==> src/rtl/mem_copy_engine_if.sv <==
// Bus bundle for mem_copy_engine: the control/status handshake together with
// the data-memory initiator and responder signals.
interface mem_copy_engine_if;
    logic        start;
    logic [31:0] src_addr;
    logic [31:0] dst_addr;
    logic [15:0] word_count;
    logic        busy;
    logic        done;
    logic        err;
    logic [31:0] addr;
    logic [31:0] write_data;
    logic        memread;
    logic        memwrite;
    logic [3:0]  sign_mask;
    logic [31:0] read_data;
    logic        clk_stall;

    // The copy engine: takes commands, drives the memory request.
    modport master (
        input  start, src_addr, dst_addr, word_count, read_data, clk_stall,
        output busy, done, err, addr, write_data, memread, memwrite, sign_mask
    );

    // The environment: issues commands and answers memory requests.
    modport slave (
        output start, src_addr, dst_addr, word_count, read_data, clk_stall,
        input  busy, done, err, addr, write_data, memread, memwrite, sign_mask
    );
endinterface

==> src/rtl/mem_copy_engine.sv <==
// Word-by-word memory copy engine. Each word is read from the source address,
// held in a data register and written to the destination address. Memory
// accesses may be stretched by clk_stall; a bounded stall counter turns a hung
// access into an error instead of a lock-up.
module mem_copy_engine #(
    parameter logic [3:0] WORD_MASK = 4'b1111,
    parameter int         TIMEOUT   = 255
) (
    input  logic              clk,
    input  logic              rst_n,
    mem_copy_engine_if.master bus
);

    typedef enum logic [2:0] {
        IDLE    = 3'd0,
        RD_REQ  = 3'd1,
        RD_WAIT = 3'd2,
        WR_REQ  = 3'd3,
        WR_WAIT = 3'd4,
        FIN     = 3'd5
    } state_t;

    localparam int CNT_W = (TIMEOUT < 2) ? 1 : $clog2(TIMEOUT + 1);
    localparam logic [CNT_W-1:0] STALL_LIMIT = CNT_W'(TIMEOUT - 1);

    state_t            state, state_n;
    logic [31:0]       src_q, src_n;
    logic [31:0]       dst_q, dst_n;
    logic [15:0]       count_q, count_n;
    logic [31:0]       data_q, data_n;
    logic [CNT_W-1:0]  stall_cnt, stall_n;
    logic              err_q, err_n;

    logic              mem_read;
    logic              mem_write;
    logic              misaligned;

    assign misaligned = (bus.src_addr[1:0] != 2'b00) || (bus.dst_addr[1:0] != 2'b00);

    // State and datapath registers, all cleared asynchronously by reset.
    always_ff @(posedge clk or negedge rst_n) begin
        if (!rst_n) begin
            state     <= IDLE;
            src_q     <= '0;
            dst_q     <= '0;
            count_q   <= '0;
            data_q    <= '0;
            stall_cnt <= '0;
            err_q     <= 1'b0;
        end else begin
            state     <= state_n;
            src_q     <= src_n;
            dst_q     <= dst_n;
            count_q   <= count_n;
            data_q    <= data_n;
            stall_cnt <= stall_n;
            err_q     <= err_n;
        end
    end

    // Next-state logic: sequences read/write pairs, advances pointers and
    // abandons an access whose stall run reaches the limit.
    always_comb begin
        state_n = state;
        src_n   = src_q;
        dst_n   = dst_q;
        count_n = count_q;
        data_n  = data_q;
        stall_n = stall_cnt;
        err_n   = 1'b0;

        case (state)
            IDLE: begin
                if (bus.start) begin
                    if (misaligned) begin
                        err_n = 1'b1;
                    end else begin
                        src_n   = bus.src_addr;
                        dst_n   = bus.dst_addr;
                        count_n = bus.word_count;
                        stall_n = '0;
                        state_n = (bus.word_count == 16'd0) ? FIN : RD_REQ;
                    end
                end
            end

            RD_REQ: begin
                stall_n = '0;
                state_n = RD_WAIT;
            end

            RD_WAIT: begin
                if (!bus.clk_stall) begin
                    data_n  = bus.read_data;
                    state_n = WR_REQ;
                end else if (stall_cnt == STALL_LIMIT) begin
                    err_n   = 1'b1;
                    state_n = IDLE;
                end else begin
                    stall_n = stall_cnt + 1'b1;
                end
            end

            WR_REQ: begin
                stall_n = '0;
                state_n = WR_WAIT;
            end

            WR_WAIT: begin
                if (!bus.clk_stall) begin
                    src_n   = src_q + 32'd4;
                    dst_n   = dst_q + 32'd4;
                    count_n = count_q - 16'd1;
                    state_n = (count_q == 16'd1) ? FIN : RD_REQ;
                end else if (stall_cnt == STALL_LIMIT) begin
                    err_n   = 1'b1;
                    state_n = IDLE;
                end else begin
                    stall_n = stall_cnt + 1'b1;
                end
            end

            FIN: begin
                state_n = IDLE;
            end

            default: begin
                state_n = IDLE;
            end
        endcase
    end

    // Output decode: the memory request follows the state, so it is zero in
    // IDLE/FIN and during reset without any extra gating.
    always_comb begin
        mem_read       = (state == RD_REQ) || (state == RD_WAIT);
        mem_write      = (state == WR_REQ) || (state == WR_WAIT);
        bus.memread    = mem_read;
        bus.memwrite   = mem_write;
        bus.addr       = mem_read ? src_q : (mem_write ? dst_q : 32'd0);
        bus.write_data = mem_write ? data_q : 32'd0;
        bus.sign_mask  = (mem_read || mem_write) ? WORD_MASK : 4'b0000;
        bus.busy       = mem_read || mem_write;
        bus.done       = (state == FIN);
        bus.err        = err_q;
    end

    // Read and write requests are mutually exclusive by construction.
    assert property (@(posedge clk) disable iff (!rst_n) !(mem_read && mem_write));

    // A pulse on done and one on err never coincide.
    assert property (@(posedge clk) disable iff (!rst_n) !(bus.done && bus.err));

endmodule

==> src/flat_wrapper.sv <==
// flat-port wrapper written by rule: the top's interface ports become plain ports
module mem_copy_engine_flat 
#(
    parameter logic [3:0] WORD_MASK = 4'b1111,
    parameter int         TIMEOUT   = 255
)
  (clk, rst_n, bus_start, bus_src_addr, bus_dst_addr, bus_word_count, bus_read_data, bus_clk_stall, bus_busy, bus_done, bus_err, bus_addr, bus_write_data, bus_memread, bus_memwrite, bus_sign_mask);
  mem_copy_engine_if bus_i ();
  input  logic clk;
  input  logic rst_n;
  input wire logic [$bits(bus_i.start)-1:0] bus_start;
  input wire logic [$bits(bus_i.src_addr)-1:0] bus_src_addr;
  input wire logic [$bits(bus_i.dst_addr)-1:0] bus_dst_addr;
  input wire logic [$bits(bus_i.word_count)-1:0] bus_word_count;
  input wire logic [$bits(bus_i.read_data)-1:0] bus_read_data;
  input wire logic [$bits(bus_i.clk_stall)-1:0] bus_clk_stall;
  output wire logic [$bits(bus_i.busy)-1:0] bus_busy;
  output wire logic [$bits(bus_i.done)-1:0] bus_done;
  output wire logic [$bits(bus_i.err)-1:0] bus_err;
  output wire logic [$bits(bus_i.addr)-1:0] bus_addr;
  output wire logic [$bits(bus_i.write_data)-1:0] bus_write_data;
  output wire logic [$bits(bus_i.memread)-1:0] bus_memread;
  output wire logic [$bits(bus_i.memwrite)-1:0] bus_memwrite;
  output wire logic [$bits(bus_i.sign_mask)-1:0] bus_sign_mask;
  assign bus_i.start = bus_start;
  assign bus_i.src_addr = bus_src_addr;
  assign bus_i.dst_addr = bus_dst_addr;
  assign bus_i.word_count = bus_word_count;
  assign bus_i.read_data = bus_read_data;
  assign bus_i.clk_stall = bus_clk_stall;
  assign bus_busy = bus_i.busy;
  assign bus_done = bus_i.done;
  assign bus_err = bus_i.err;
  assign bus_addr = bus_i.addr;
  assign bus_write_data = bus_i.write_data;
  assign bus_memread = bus_i.memread;
  assign bus_memwrite = bus_i.memwrite;
  assign bus_sign_mask = bus_i.sign_mask;
  mem_copy_engine #(.WORD_MASK(WORD_MASK), .TIMEOUT(TIMEOUT)) u_core (.clk(clk), .rst_n(rst_n), .bus(bus_i));
endmodule
==> config.mk <==
export PLATFORM = sky130hd
export DESIGN_NAME = mem_copy_engine_flat
export DESIGN_NICKNAME = d
export VERILOG_FILES = /design/src/rtl/mem_copy_engine_if.sv /design/src/rtl/mem_copy_engine.sv /design/src/flat_wrapper.sv
export SDC_FILE = /design/constraint.sdc
export NUM_CORES = 1
export LEC_CHECK = 0
export ABC_AREA = 1
export CAP_MARGIN = 30
export CORE_MARGIN = 5
export CORE_UTILIZATION = 35
export DETAILED_ROUTE_END_ITERATION = 8
export RECOVER_POWER = 100
export SYNTH_ARGS = -nofsm -noshare
export SYNTH_HDL_FRONTEND = slang
export SYNTH_SLANG_ARGS = --single-unit
==> constraint.sdc <==
create_clock -name clk -period 3.7 [get_ports clk]
set_clock_uncertainty 0.15 [all_clocks]
set_input_delay 0.74 -clock clk [delete_from_list [all_inputs] [get_ports clk]]
set_output_delay 0.74 -clock clk [all_outputs]
set_load 0.005 [all_outputs]
==> metrics.cfg <==
[run_status]
status=finished with violations
failed_checks=max-capacitance violations, max-slew violations

[critical_path]
crit_path_top_delay_cell=nor2_2
crit_type=register to output pin
cp_data_required_time_ns=2.81
arrival_ns=2.66
slowest_delay_ns=0.80
worstPathCellList=inv_1, nor3_2, nor2_2, o22ai_1, dlygate4sd3_1
path_max_fanout=17
end_kind=output pin
worst-path-buf-inv=2
crit_path_start_kind=register
rrSetupSlack_ns=0.52
path_delay_family=simple AND/OR/NAND/NOR gates

[logic_synthesis]
syn_inst=1327
syn_nets=1449
yosys_warnings=0
ys_seq_area_frac=0.376
synth_compound_area_frac=0.122
syn_area_sq_um=8250
muxShareOfSynthArea=0
synthAdderAreaFrac=0.00910
avgSynthCellArea_sq_um=6.22
ys_seq_elements=124
synth_top_area_frac=0.376
synth_xor_area_frac=0.00637
synth-simple-area-share=0.391
synth_cell_types=27
ys_top_cells_by_area=dfrtp_1 (38%), nand2_1 (18%), nor2_1 (13%)
synth_top_family_by_area=simple AND/OR/NAND/NOR gates
yosys.area.top_type=dfrtp_1

[floorplanning]
die-area_sq_um=26700
start_util=0.353
num_rows=56
ios=189
fp.dieW_um=164
core_region_area_sq_um=23300
die_y_um=164

[power]
ir_drop_uv=300
p_leak_uw=0.00493
p_sw_frac=0.434
power.share.sequential=0.326
internal_power_uw=4460
netSwitchingPower_uw=3420
powerDensity_nw_per_um2=715
clockPowerShare=0.225
comb_power_share=0.449

[timing]
finalMaxSlewViolations=80
layout_setup_ws_ns=0.146
finalSetupViolCount=0
tightestPinTransition_ns=1.81
whs_ns=0.335
fin_crit_sh=0.961
final_hold_viol_count=0
tns_ns=0
slew-limit-headroom=-0.204
max_freq_mhz=281
finalCriticalPeriod_ns=3.55
rsz0062_at_grt=false

[clock_tree]
postCtsHoldBufs=0
cts_root_buf=clkbuf_16
clock_path_buffers=2
cts_tree=built
clock-sinks=124
htree_levels=4
cts.clk_slew.worst_paths_ns=0.07
cts_buffers=17
clk_latency_ns=0.43

[placed_design]
placed_area_sq_um=10400
dp_slack_ns=0.339
port_buffers=188
gp_congestion=0.943
dp_hpwl_um=21500

[cells_and_area]
fin_area_sq_um=11000
fin_nets=1619
area_growth_syn_to_layout_pct=33.7
drive_gt1_frac=0.0364
fin_util=0.473

[detailed_routing]
vias_per_cell=4.96
drt_wl_total_um=29200
drc=0
wire_per_inst_um=16.0
dr.pass1.iters=7
vias=9079
drt.antenna.violating_nets=0
drt_iter0_drc=746

[grt]
antenna_found_initial=2
grt.total_usage=0.215
grt-ovfl-total=0
grt_pass1_vias=8638
grt_pass1_wl_um=45700
grt_max_degree=100

[flow_run]
maxCapViolations=2

[min_path]
hp-class=register to register

-- final timing paths --
| kind | to | start | depth (start not counted) |
|---|---|---|---|
| hold reg to reg | u_core.count_q[13] | u_core.count_q[13] | 2 |
| min in group asynchronous | u_core.src_q[26] | rst_n | 1 |
| setup reg to reg | u_core.dst_q[10] | u_core.state[1] | 11 |
| hold / removal | u_core.count_q[13] | u_core.count_q[13] | 2 |
| max in group asynchronous | u_core.dst_q[11] | rst_n | 2 |
| setup / recovery | bus_addr[7] | u_core.state[0] | 5 |
-- layout by cell type, fill, tap and decap left out, types with 5 or more instances in the layout --
cell / count
nand3_1: 99
a21oi_1: 51
nor3_1: 6
clkdlybuf4s50_1: 147
dlygate4sd3_1: 40
o211ai_1: 6
o22ai_1: 31
inv_6: 5
buf_4: 7
nand2_1: 399
nand4_1: 13
dfrtp_1: 124
ha_1: 6
clkbuf_16: 17
nor2_1: 292
o21ai_0: 82
inv_1: 138
-- layout make-up --
class,count,area [sq um]
sequential,124,3100
timing repair buffer,203,2010
clock inverter,14,174
clock buffer,18,439
multi-input combinational,1009,4360
antenna,1,2.50
tap,319,399
timing repair inverter,1,7.51
inverter,141,533
fill,2483,12300
-- state kept, by name (all words and copies together), names as in the netlist --
| name | cells |
|---|---|
| u_core.data_q | 32 |
| u_core.state | 3 |
| u_core.src_q | 32 |
| u_core.stall_cnt | 8 |
| u_core.bus.err | 1 |
| u_core.count_q | 16 |
| u_core.dst_q | 32 |
-- worst reg2reg max path, stage by stage (launching register included) --
cell and delay [ns]:
dfrtp_1 0.38, nor2_1 0.09, nand2_1 0.12, inv_4 0.07, buf_4 0.23, nand2_1 0.14
o21ai_0 0.14, inv_1 1.19, buf_12 0.33, nor2_1 0.07, o21ai_0 0.09, nand2_1 0.07
-- synthesized netlist by cell type --
library cell	n
nand2_1	400
nor2_1	291
inv_1	139
dfrtp_1	124
nand3_1	99
o21ai_0	67
a21oi_1	51
o22ai_1	31
buf_2	29
o21ai_1	17
clkbuf_1	14
nand4_1	13
nor3_1	7
buf_1	6
ha_1	6
o211ai_1	6
buf_4	5
xnor2_1	4
a22o_1	3
a31oi_1	3
o21bai_1	3
inv_2	2
nor2_2	2
xor2_1	2
o21ai_4	1
o31ai_1	1
or2_2	1
-- through the flow --
stage / total power [uW] / cells
after floorplan: 4460 / 1327
after global placement: 6080 / 1790
after detailed placement: 6120 / 1790
after CTS: 7990 / 1826
after global routing: 8490 / 1829
final: 7880 / 1830
-- cell families after synthesis --
logic type,Yosys count
XOR/XNOR,6
AND/OR/NAND/NOR,813
adder cells (fa/ha/maj),6
AO/OA/AOI/OAI,183
flip-flops,124
buffers and inverters,195
-- what timing repair did --
item,CTS,global route
pin swaps,0,1
gates resized for setup,3,2
cloned,1,1
buffers inserted,3,1
setup endpoints to repair,11,65
-- power by group through the flow --
| stage | sequential, uW | clock [uW] | combinational [uW] |
|---|---|---|---|
| 2_1_floorplan | 2380 | 0 | 2080 |
| 3_3_place_gp | 2560 | 0 | 3520 |
| 4_1_cts | 2550 | 1800 | 3630 |
| 6_report | 2570 | 1770 | 3540 |
| 3_5_place_dp | 2570 | 0 | 3550 |
| 5_1_grt | 2650 | 1860 | 3980 |
-- layer usage --
| metal | GRT usage | vias up | wire length (um) |
|---|---|---|---|
| met1 | 0.284 | 4167 | 12400 |
| met2 | 0.347 | 326 | 13700 |
| met5 | 0 | - | 24 |
| li1 | - | 4540 | - |
| met4 | 0.0640 | 4 | 577 |
| met3 | 0.0568 | 42 | 2530 |
(Power assumes the default switching activity.)
